[src/rtl/txsrc_sched_pkg.sv]
`default_nettype none
// ============================================================================
//  Module      : tag_txsrc_pkg
//  Description : Shared definitions for the transmit bit-source scheduler:
//                source codes, scheduler state encoding, default sizes and a
//                source-code to one-hot helper.
//  Revision    : 1.0  initial release
// ============================================================================
package tag_txsrc_pkg;

    // Default plan geometry: four segments, 8-bit segment lengths
    localparam int NSEG_DEFAULT = 4;
    localparam int LENW_DEFAULT = 8;

    // Transmit bit source codes
    localparam logic [1:0] BITSRC_RNG  = 2'd0;
    localparam logic [1:0] BITSRC_EPC  = 2'd1;
    localparam logic [1:0] BITSRC_READ = 2'd2;
    localparam logic [1:0] BITSRC_UID  = 2'd3;

    // Scheduler state encoding
    typedef enum logic [1:0] {
        IDLE = 2'd0,
        RUN  = 2'd1,
        DONE = 2'd2
    } state_t;

    // One-hot strobe lane for a given source code
    function automatic logic [3:0] src_onehot(input logic [1:0] code);
        logic [3:0] v;
        v = 4'b0000;
        case (code)
            BITSRC_RNG:  v = 4'b0001;
            BITSRC_EPC:  v = 4'b0010;
            BITSRC_READ: v = 4'b0100;
            BITSRC_UID:  v = 4'b1000;
        endcase
        return v;
    endfunction

endpackage
`default_nettype wire

[src/rtl/txsrc_sched_if.sv]
`default_nettype none
// ============================================================================
//  Module      : txsrc_sched_if
//  Description : Bundle between the controller / bit sources / sequencer and
//                the transmit source scheduler.
//                master : drives plan, start/abort, strobe, source bits/done
//                slave  : the scheduler; drives src_clk, tx_bit, tx_done,
//                         sel, seg_idx, busy
//  Revision    : 1.0  initial release
// ============================================================================
interface txsrc_sched_if #(
    parameter int NSEG = tag_txsrc_pkg::NSEG_DEFAULT,
    parameter int LENW = tag_txsrc_pkg::LENW_DEFAULT
) ();

    logic                   start;
    logic                   abort;
    logic [2*NSEG-1:0]      seg_src;
    logic [LENW*NSEG-1:0]   seg_len;
    logic [1:0]             seg_last;
    logic                   tx_bit_stb;
    logic [3:0]             src_bit;
    logic [3:0]             src_done;
    logic [3:0]             src_clk;
    logic                   tx_bit;
    logic                   tx_done;
    logic [1:0]             sel;
    logic [1:0]             seg_idx;
    logic                   busy;

    modport master (
        output start, abort, seg_src, seg_len, seg_last, tx_bit_stb,
               src_bit, src_done,
        input  src_clk, tx_bit, tx_done, sel, seg_idx, busy
    );

    modport slave (
        input  start, abort, seg_src, seg_len, seg_last, tx_bit_stb,
               src_bit, src_done,
        output src_clk, tx_bit, tx_done, sel, seg_idx, busy
    );

endinterface
`default_nettype wire

[src/rtl/txsrc_sched_bitcounter.sv]
`default_nettype none
// ============================================================================
//  Module      : seg_bitcounter
//  Description : Per-segment bit counter with synchronous clear, increment and
//                terminal-count detect. o_tc is high on the increment that
//                brings the count equal to i_len.
//  Ports       : clk, reset (async, active-high)
//                i_clr  - clear to zero (wins over i_inc)
//                i_inc  - count one forwarded bit
//                i_len  - segment length to compare against
//                o_tc   - this increment completes the segment
//  Revision    : 1.0  initial release
// ============================================================================
module seg_bitcounter
    import tag_txsrc_pkg::*;
#(
    parameter int LENW = LENW_DEFAULT
) (
    input  wire logic            clk,
    input  wire logic            reset,
    input  wire logic            i_clr,
    input  wire logic            i_inc,
    input  wire logic [LENW-1:0] i_len,
    output logic                 o_tc
);

    logic [LENW-1:0] r_count;
    logic [LENW-1:0] w_count_inc;

    assign w_count_inc = r_count + {{(LENW-1){1'b0}}, 1'b1};

    // Compare the post-increment value so the ending strobe is flagged in
    // the same cycle it is forwarded.
    assign o_tc = i_inc && (w_count_inc == i_len);

    always_ff @(posedge clk or posedge reset) begin
        if (reset) begin
            r_count <= '0;
        end else if (i_clr) begin
            r_count <= '0;
        end else if (i_inc) begin
            r_count <= w_count_inc;
        end
    end

endmodule
`default_nettype wire

[src/rtl/txsrc_sched.sv]
`default_nettype none
// ============================================================================
//  Module      : txsrc_sched
//  Description : Plays up to four transmit segments (each from RNG, EPC, READ
//                or UID) back-to-back into the sequencer. Segments are either
//                counted (fixed bit length) or open (run until the source
//                reports done).
//  Ports       : clk   - system clock
//                reset - asynchronous active-high reset
//                bus   - txsrc_sched_if.slave: plan, start/abort, sequencer
//                        strobe, source bits/done in; source strobes, tx_bit,
//                        tx_done, sel, seg_idx, busy out
//  Revision    : 1.0  initial release
// ============================================================================
module txsrc_sched
    import tag_txsrc_pkg::*;
#(
    parameter int NSEG = NSEG_DEFAULT,
    parameter int LENW = LENW_DEFAULT
) (
    input  wire logic    clk,
    input  wire logic    reset,
    txsrc_sched_if.slave bus
);

    state_t                 r_state;
    logic [2*NSEG-1:0]      r_seg_src;
    logic [LENW*NSEG-1:0]   r_seg_len;
    logic [1:0]             r_seg_last;
    logic [1:0]             r_seg_idx;
    logic [1:0]             r_sel;
    logic                   r_busy;
    logic                   r_tx_done;
    logic                   r_pending;

    logic [1:0]             w_src_arr [NSEG];
    logic [LENW-1:0]        w_len_arr [NSEG];
    logic [LENW-1:0]        w_cur_len;
    logic [1:0]             w_idx_nxt;
    logic                   w_run;
    logic                   w_open;
    logic                   w_open_end;
    logic                   w_req;
    logic                   w_fwd;
    logic                   w_cnt_inc;
    logic                   w_tc;
    logic                   w_seg_end;
    logic                   w_accept;
    logic                   w_cnt_clr;

    // Unpack the latched plan into per-segment fields
    for (genvar k = 0; k < NSEG; k++) begin : g_unpack
        assign w_src_arr[k] = r_seg_src[2*k +: 2];
        assign w_len_arr[k] = r_seg_len[LENW*k +: LENW];
    end

    assign w_cur_len = w_len_arr[r_seg_idx];
    assign w_idx_nxt = r_seg_idx + 2'd1;
    assign w_run     = (r_state == RUN);
    assign w_open    = (w_cur_len == '0);

    // An open segment ends on the first cycle its source reports done; any
    // strobe arriving in that cycle is withheld and replayed next cycle.
    assign w_open_end = w_run && w_open && bus.src_done[r_sel];
    assign w_req      = bus.tx_bit_stb | r_pending;
    assign w_fwd      = w_run && w_req && !w_open_end;
    assign w_cnt_inc  = w_fwd && !w_open;
    assign w_seg_end  = w_open_end || (w_cnt_inc && w_tc);

    // start is only honoured outside RUN, and never together with abort
    assign w_accept  = bus.start && !bus.abort && (r_state != RUN);
    assign w_cnt_clr = bus.abort || w_accept || w_seg_end;

    seg_bitcounter #(
        .LENW (LENW)
    ) u_bitcnt (
        .clk   (clk),
        .reset (reset),
        .i_clr (w_cnt_clr),
        .i_inc (w_cnt_inc),
        .i_len (w_cur_len),
        .o_tc  (w_tc)
    );

    assign bus.src_clk = w_fwd ? src_onehot(r_sel) : 4'b0000;
    assign bus.tx_bit  = w_run & bus.src_bit[r_sel];
    assign bus.tx_done = r_tx_done;
    assign bus.sel     = r_sel;
    assign bus.seg_idx = r_seg_idx;
    assign bus.busy    = r_busy;

    always_ff @(posedge clk or posedge reset) begin
        if (reset) begin
            r_state    <= IDLE;
            r_seg_src  <= '0;
            r_seg_len  <= '0;
            r_seg_last <= 2'd0;
            r_seg_idx  <= 2'd0;
            r_sel      <= BITSRC_RNG;
            r_busy     <= 1'b0;
            r_tx_done  <= 1'b0;
            r_pending  <= 1'b0;
        end else if (bus.abort) begin
            r_state   <= IDLE;
            r_seg_idx <= 2'd0;
            r_sel     <= BITSRC_RNG;
            r_busy    <= 1'b0;
            r_tx_done <= 1'b0;
            r_pending <= 1'b0;
        end else begin
            case (r_state)
                IDLE, DONE: begin
                    if (bus.start) begin
                        r_seg_src  <= bus.seg_src;
                        r_seg_len  <= bus.seg_len;
                        r_seg_last <= bus.seg_last;
                        r_seg_idx  <= 2'd0;
                        r_sel      <= bus.seg_src[1:0];
                        r_busy     <= 1'b1;
                        r_tx_done  <= 1'b0;
                        r_pending  <= 1'b0;
                        r_state    <= RUN;
                    end
                end
                RUN: begin
                    if (w_seg_end) begin
                        if (r_seg_idx == r_seg_last) begin
                            // Final segment: a withheld strobe has nowhere to go
                            r_state   <= DONE;
                            r_tx_done <= 1'b1;
                            r_pending <= 1'b0;
                        end else begin
                            r_seg_idx <= w_idx_nxt;
                            r_sel     <= w_src_arr[w_idx_nxt];
                            r_pending <= w_open_end && w_req;
                        end
                    end else begin
                        // Any pending strobe was forwarded this cycle
                        r_pending <= 1'b0;
                    end
                end
                default: begin
                    r_state <= IDLE;
                end
            endcase
        end
    end

endmodule
`default_nettype wire

[src/flat_wrapper.sv]
// flat-port wrapper written by rule: the top's interface ports become plain ports
module txsrc_sched_flat import tag_txsrc_pkg::*;
#(
    parameter int NSEG = NSEG_DEFAULT,
    parameter int LENW = LENW_DEFAULT
)
  (clk, reset, bus_start, bus_abort, bus_seg_src, bus_seg_len, bus_seg_last, bus_tx_bit_stb, bus_src_bit, bus_src_done, bus_src_clk, bus_tx_bit, bus_tx_done, bus_sel, bus_seg_idx, bus_busy);
  txsrc_sched_if #(.NSEG(NSEG), .LENW(LENW)) bus_i ();
  input  wire logic clk;
  input  wire logic reset;
  input wire logic [$bits(bus_i.start)-1:0] bus_start;
  input wire logic [$bits(bus_i.abort)-1:0] bus_abort;
  input wire logic [$bits(bus_i.seg_src)-1:0] bus_seg_src;
  input wire logic [$bits(bus_i.seg_len)-1:0] bus_seg_len;
  input wire logic [$bits(bus_i.seg_last)-1:0] bus_seg_last;
  input wire logic [$bits(bus_i.tx_bit_stb)-1:0] bus_tx_bit_stb;
  input wire logic [$bits(bus_i.src_bit)-1:0] bus_src_bit;
  input wire logic [$bits(bus_i.src_done)-1:0] bus_src_done;
  output wire logic [$bits(bus_i.src_clk)-1:0] bus_src_clk;
  output wire logic [$bits(bus_i.tx_bit)-1:0] bus_tx_bit;
  output wire logic [$bits(bus_i.tx_done)-1:0] bus_tx_done;
  output wire logic [$bits(bus_i.sel)-1:0] bus_sel;
  output wire logic [$bits(bus_i.seg_idx)-1:0] bus_seg_idx;
  output wire logic [$bits(bus_i.busy)-1:0] bus_busy;
  assign bus_i.start = bus_start;
  assign bus_i.abort = bus_abort;
  assign bus_i.seg_src = bus_seg_src;
  assign bus_i.seg_len = bus_seg_len;
  assign bus_i.seg_last = bus_seg_last;
  assign bus_i.tx_bit_stb = bus_tx_bit_stb;
  assign bus_i.src_bit = bus_src_bit;
  assign bus_i.src_done = bus_src_done;
  assign bus_src_clk = bus_i.src_clk;
  assign bus_tx_bit = bus_i.tx_bit;
  assign bus_tx_done = bus_i.tx_done;
  assign bus_sel = bus_i.sel;
  assign bus_seg_idx = bus_i.seg_idx;
  assign bus_busy = bus_i.busy;
  txsrc_sched #(.NSEG(NSEG), .LENW(LENW)) u_core (.clk(clk), .reset(reset), .bus(bus_i));
endmodule
[config.mk]
export PLATFORM = sky130hd
export DESIGN_NAME = txsrc_sched_flat
export DESIGN_NICKNAME = d
export VERILOG_FILES = /design/src/rtl/txsrc_sched_pkg.sv /design/src/rtl/txsrc_sched_if.sv /design/src/rtl/txsrc_sched_bitcounter.sv /design/src/rtl/txsrc_sched.sv /design/src/flat_wrapper.sv
export SDC_FILE = /design/constraint.sdc
export NUM_CORES = 1
export LEC_CHECK = 0
export CORE_UTILIZATION = 51
export DETAILED_ROUTE_END_ITERATION = 6
export PLACE_DENSITY_LB_ADDON = 0.08
export SETUP_SLACK_MARGIN = 0.15
export SYNTH_ARGS = -nofsm -noshare
export SYNTH_HDL_FRONTEND = slang
export SYNTH_HIERARCHICAL = 1
export SYNTH_SLANG_ARGS = --single-unit
[constraint.sdc]
create_clock -name clk -period 3.7 [get_ports clk]
set_input_delay 0.37 -clock clk [delete_from_list [all_inputs] [get_ports clk]]
set_output_delay 0.37 -clock clk [all_outputs]
set_load 0.02 [all_outputs]
**After elaboration in Yosys (flattened, before gate mapping)**

Cells that the tools add are included.

- Equality and inequality tests: 12
- Reductions and logical operators: 30
- Bitwise logic cells: 5
- $lt $le $gt $ge: 3
- $add $sub $neg: 2
- Muxes and demuxes: 41

Operators with widths:

| kind | number |
|---|---|
| 8-bit 2-to-1 mux | 4 |
| 2-bit 2-to-1 mux | 14 |
| 8-bit binary-select mux with 2-bit select | 1 |
| 4-bit case mux with 4 select lines | 1 |
| 1-bit 2-to-1 mux | 12 |
| 3-bit != test, second input constant | 4 |
| 2-bit case mux with 2 select lines | 3 |
| 1-bit logical AND | 10 |
| 8-bit by 1-bit adder with 8-bit output, second input constant | 1 |
| 8-bit == test | 1 |
| 8-bit logical NOT | 1 |
| 4-bit AND reduction | 2 |
| 2-bit == test, second input constant | 3 |
| 3-bit greater-or-equal comparator, second input constant | 2 |
| 2-bit NOT with 3-bit output | 2 |
| 3-bit AND reduction | 2 |
| 2-bit nonzero test | 3 |
| 1-bit binary-select mux with 2-bit select | 2 |
| 2-bit binary-select mux with 2-bit select | 1 |
| 2-bit by 1-bit == test with 1-bit output, second input constant | 2 |
| 2-bit logical NOT | 2 |
| 4-bit 2-to-1 mux | 1 |
| 1-bit case mux with 2 select lines | 2 |
| 2-bit AND reduction | 2 |
| other kinds (11) | 15 |

- Output and inout bits: 11
- Bits in registers: 59
- Input port bits: 55
- Logic and storage cells: 103

**Depth between registers and ports, before layout**

- Depth in word-level cells: 16
- Mapped depth: 13
- Gate-level depth less buffers: 9

**Modules after synthesis**

The synthesis kept the hierarchy.

Modules (own cells, without submodules):

| module | instances | area each (um^2) | cells an instance | seq. area each (um^2) |
|---|---|---|---|---|
| txsrc_sched | 1 | 2498.6 | 176 | 1276.2 |
| seg_bitcounter | 1 | 643.1 | 77 | 200.2 |

**Least setup slack after synthesis**

OpenSTA, ideal clock, no wires.

- Kind: flip-flop to flip-flop
- From: reg u_core.r_seg_idx[0] (netlist: u_core/bus.seg_idx[0])
- To: reg u_core.u_bitcnt.r_count[6]
- Cell stages (with the launch flop): 14
- Clock period less this slack: 3.246 ns
- Library setup time: 0.078 ns
- Arrival: 3.169 ns
- Setup slack: 0.454 ns
- Buffers on the path: 4
- Data required time: 3.622 ns
- Cell sequence: dfrtp_1 -> buf_6 -> buf_12 -> mux4_2 -> or4_4 -> o21a_1 -> buf_2 -> nand3_1 -> or3_1 -> nor4_2 -> o211a_4 -> a2111o_1 -> buf_1 -> a21oi_1

- Longest elaborated chain between the ends: 15
- Elaborated cells between the ends (all ways): 18
- Those cells by class: 1 x eq/ne; 4 x mux; 1 x bitwise; 12 x reduce/logical

Ends and longest elaborated chain:

| element | RTL line | source |
|---|---|---|
| start, declared | txsrc_sched.sv:30 | `logic [1:0] r_seg_idx;` |
| start signal, assigned | txsrc_sched.sv:133 | `r_seg_idx <= w_idx_nxt;` |
| 2-bit NOT with 3-bit output (implied by the code) (*) | txsrc_sched.sv:57 | `assign w_cur_len = w_len_arr[r_seg_idx];` |
| 8-bit binary-select mux with 2-bit select (*) | txsrc_sched.sv:57 |  |
| 8-bit 2-to-1 mux (implied by the code) (*) (2 in series) | txsrc_sched.sv:57 |  |
| net u_core.w_cur_len[7] | txsrc_sched.sv:38 | `logic [LENW-1:0] w_cur_len;` |
| 8-bit logical NOT (*) | txsrc_sched.sv:60 | `assign w_open = (w_cur_len == '0);` |
| 1-bit logical AND (2 in series) | txsrc_sched.sv:64 | `assign w_open_end = w_run && w_open && bus.src_done[r_sel];` |
| 1-bit logical NOT | txsrc_sched.sv:66 | `assign w_fwd = w_run && w_req && !w_open_end;` |
| 1-bit logical AND | txsrc_sched.sv:66 |  |
| 1-bit logical AND (*) | txsrc_sched.sv:67 | `assign w_cnt_inc = w_fwd && !w_open;` |
| net u_core.w_cnt_inc | txsrc_sched.sv:45 | `logic w_cnt_inc;` |
| 1-bit logical AND (*) | txsrc_sched_bitcounter.sv:34 | `assign o_tc = i_inc && (w_count_inc == i_len);` |
| net u_core.w_tc | txsrc_sched.sv:46 | `logic w_tc;` |
| 1-bit logical AND (*) | txsrc_sched.sv:68 | `assign w_seg_end = w_open_end \|\| (w_cnt_inc && w_tc);` |
| 1-bit logical OR (*) | txsrc_sched.sv:68 |  |
| 1-bit logical OR (*) | txsrc_sched.sv:72 | `assign w_cnt_clr = bus.abort \|\| w_accept \|\| w_seg_end;` |
| net u_core.w_cnt_clr | txsrc_sched.sv:49 | `logic w_cnt_clr;` |
| 8-bit 2-to-1 mux or 2-bit nonzero test (tied branches) | - |  |
| end signal, assigned | txsrc_sched_bitcounter.sv:42 | `r_count <= w_count_inc;` |
| end, declared | txsrc_sched_bitcounter.sv:27 | `logic [LENW-1:0] r_count;` |

Mark *: on every way through the listed nets, which the timed path passes. The rest lies on a longest branch. The select of a mux whose other input is x is not followed.
A chain may end at the register's enable or synchronous reset.

**Final worst setup path**

Same ends and word-level chain as after synthesis.

==> run_results.csv <==
group,metric,value,unit
die,core_area,0.00592,mm^2
clock_network,h-tree-depth,3,
finish,diodes,0,
clock_network,cts_tree,"done",
sta,timing.final.crit_share,88.9,%
flow_run,maxCapViolCount,0,
route,routed_wl,6.59,mm
sta,fmax,304,MHz
logic_synthesis,synth-edff-count,0,
route,wl_per_cell,16.3,um
logic_synthesis,synth-seq-cells,59,
clock_network,holdBufCountCts,0,
die,die_y,80.5,um
sta,grt_setup_unrepaired,"no",
route,drt-initial-drc-count,201,
setup_path,end_kind,"flop",
die,start_util,53.1,%
setup_path,path_max_fanout,9,
logic_synthesis,synth_area_per_cell,12.4,um^2
die,dieArea,0.00648,mm^2
global_route,antenna_found_initial,0,
die,die_w,80.5,um
worst_hold_path,hold_path.class,"primary input to asynchronous set/reset pin",
sta,finalSetupViolations,0,
logic_synthesis,yosys_warnings,6,
logic_synthesis,synth.area.top_cells,"dfrtp_1, mux2_2, mux4_1",
placed_design,gp_congestion,0.792,
placed_design,dp_hpwl,4.66,mm
die,fp-row-count,28,
placed_design,portBuffers,65,
sta,finalCriticalPeriod,3.29,ns
logic_synthesis,ys_seq_area_share,47.0,%
pwr,total_power,0.00299,W
route,route.met3.wl,357,um
global_route,grt_pass1_vias,2184,
finish,utilization,69.3,%
logic_synthesis,synth_most_common_cell,"dfrtp_1",
global_route,grt_first_pass_wirelength,10.8,mm
route,wl_met2,2.95,mm
clock_network,cts_buffers,9,
logic_synthesis,synth.distinct_cells,49,
sta,slew_headroom,28.8,%
clock_network,clock-root-buffer,"clkbuf_8",
route,wl_met1,3.21,mm
sta,hold_viol_final,0,
route,via_count,2223,
sta,slew_violations,0,
clock_network,cts.path.max_buffers,2,
logic_synthesis,yosys.area.top_type_share,47.0,%
route,final_antenna_net_count,0,
sta,fin_hold_ws,0.325,ns
route,drt-pass1-iter-count,4,
finish,final_cell_area,0.00410,mm^2
setup_path,crit_required,3.95,ns
status,status,"complete, no violations",
logic_synthesis,syn_area,0.00314,mm^2
route,drc,0,
sta,fin_skew,0.00564,ns
setup_path,startpoint_type,"flop",
global_route,overflow,0,
die,io_pins,66,
pwr,ir_worst_vdd,434,uV
logic_synthesis,synth_area_leader_cell,"dfrtp_1",
sta,fin_setup_tns,0,ns
clock_network,insertion_delay,0.33,ns
finish,syn_to_final_growth,30.5,%
clock_network,path_clk_slew,0.07,ns
route,vias_per_cell,5.50,
setup_path,crit_type,"flop to flop",
logic_synthesis,synthArstFlopShare,100,%
logic_synthesis,synth_common_cells,"dfrtp_1, mux2_2, nor2_1, nand2_1, o21ai_0",
setup_path,crit_arrival,3.55,ns
sta,worst_pin_slew,1.07,ns
finish,drive_gt1_share,26.4,%
placed_design,postPlaceCellArea,0.00382,mm^2
logic_synthesis,syn_nets,309,
pwr,cellPowerDensity,728,mW/mm^2
logic_synthesis,synth_flop_cell,"dfrtp_1",
pwr,leakage,1.72,nW
finish,nets,380,
route,top_layer,"met4",
logic_synthesis,syn_inst,253,
global_route,grt_max_degree,52,
clock_network,cts.sinks,59,
global_route,grt_usage,22.7,%
==> worst max-delay path, cell delays in order (launching register included) <==
cell and delay [ns]:
dfrtp_2 0.46, buf_4 0.15, mux4_2 0.58, or4_4 0.57, o21a_1 0.32, nand3_1 0.11
or3_1 0.12, nor4_2 0.05, o211a_4 0.17, a2111o_1 0.52, a21oi_1 0.17
==> cell usage in the layout (no fill, tap or decap), drive strengths merged, types with 5 or more instances in the layout <==
cell and n:
nor2 20, clkdlybuf4s50 61, mux4 12, o21ai 13
nand3 6, xor2 11, xnor2 5, mux2 44
clkbuf 11, nand2 17, buf 7, a21oi 9
dfrtp 59
==> final timing paths <==
check | from | endpoint | slack [ns] | depth (start not counted)
worst min-delay path | reset | u_core/u_bitcnt/r_count[6] | 0.32 | 2
worst max register to register | u_core/bus.seg_idx[0] | u_core/u_bitcnt/r_count[6] | 0.41 | 10
worst max-delay path | u_core/bus.seg_idx[0] | u_core/u_bitcnt/r_count[6] | 0.41 | 10
worst min register to register | u_core/bus.busy | u_core/bus.busy | 0.49 | 2
max in group asynchronous | reset | u_core/bus.seg_idx[0] | 2.33 | 2
min in group clk | u_core/bus.busy | u_core/bus.busy | 0.49 | 2
==> area by class of cell <==
type,instances,area (um^2)
Inverter,3,11.3
Clock inverter,5,75.1
Tap cell,75,93.8
Timing Repair Buffer,72,713
Clock buffer,11,151
Sequential cell,59,1480
Fill cell,450,1820
Multi-Input combinational cell,179,1580
==> per-layer routing <==
| layer | GRT usage, % | up-vias |
|---|---|---|
| li1 | - | 1067 |
| met1 | 32.7 | 1085 |
| met2 | 32.6 | 66 |
| met3 | 5.68 | 5 |
| met4 | 8.75 | 0 |
| met5 | 0 | - |
==> logic make-up after synthesis <==
family,Yosys count,synth area share [%]
mux,58,25.7
buf+inv,15,3.27
flops,59,47.0
fa+ha+maj,1,0.398
xor+xnor,16,4.70
simple gates,72,12.2
compound gates,32,6.73
==> repair_timing <==
item	4_1_cts	5_1_grt
setup endpoints to repair	4	4
setup buffers	4	0
gates resized for setup	3	5
cloned	0	0
==> sequential cells by signal, summed over array words and instances, names as in the netlist <==
name	flops
u_core/r_seg_len	32
u_core/bus.sel	2
u_core/bus.busy	1
u_core/u_bitcnt/r_count	8
u_core/bus.tx_done	1
u_core/r_seg_src	8
u_core/bus.seg_idx	2
u_core/r_state	2
u_core/r_pending	1
u_core/r_seg_last	2
==> power breakdown <==
| part | switching [W] | internal [W] |
|---|---|---|
| Clock | 0.000255 | 0.000412 |
| Sequential | 0.000197 | 0.000916 |
| Combinational | 0.000532 | 0.000675 |
==> through the flow <==
step / std cells / worst slack [ns]
after floorplan: 253 / 0.454
final: 404 / 0.409
after global placement: 384 / 0.292
after detailed placement: 384 / 0.220
after global routing: 404 / 0.273
after CTS: 404 / 0.171
No activity file was read; power rests on OpenSTA's default activity.
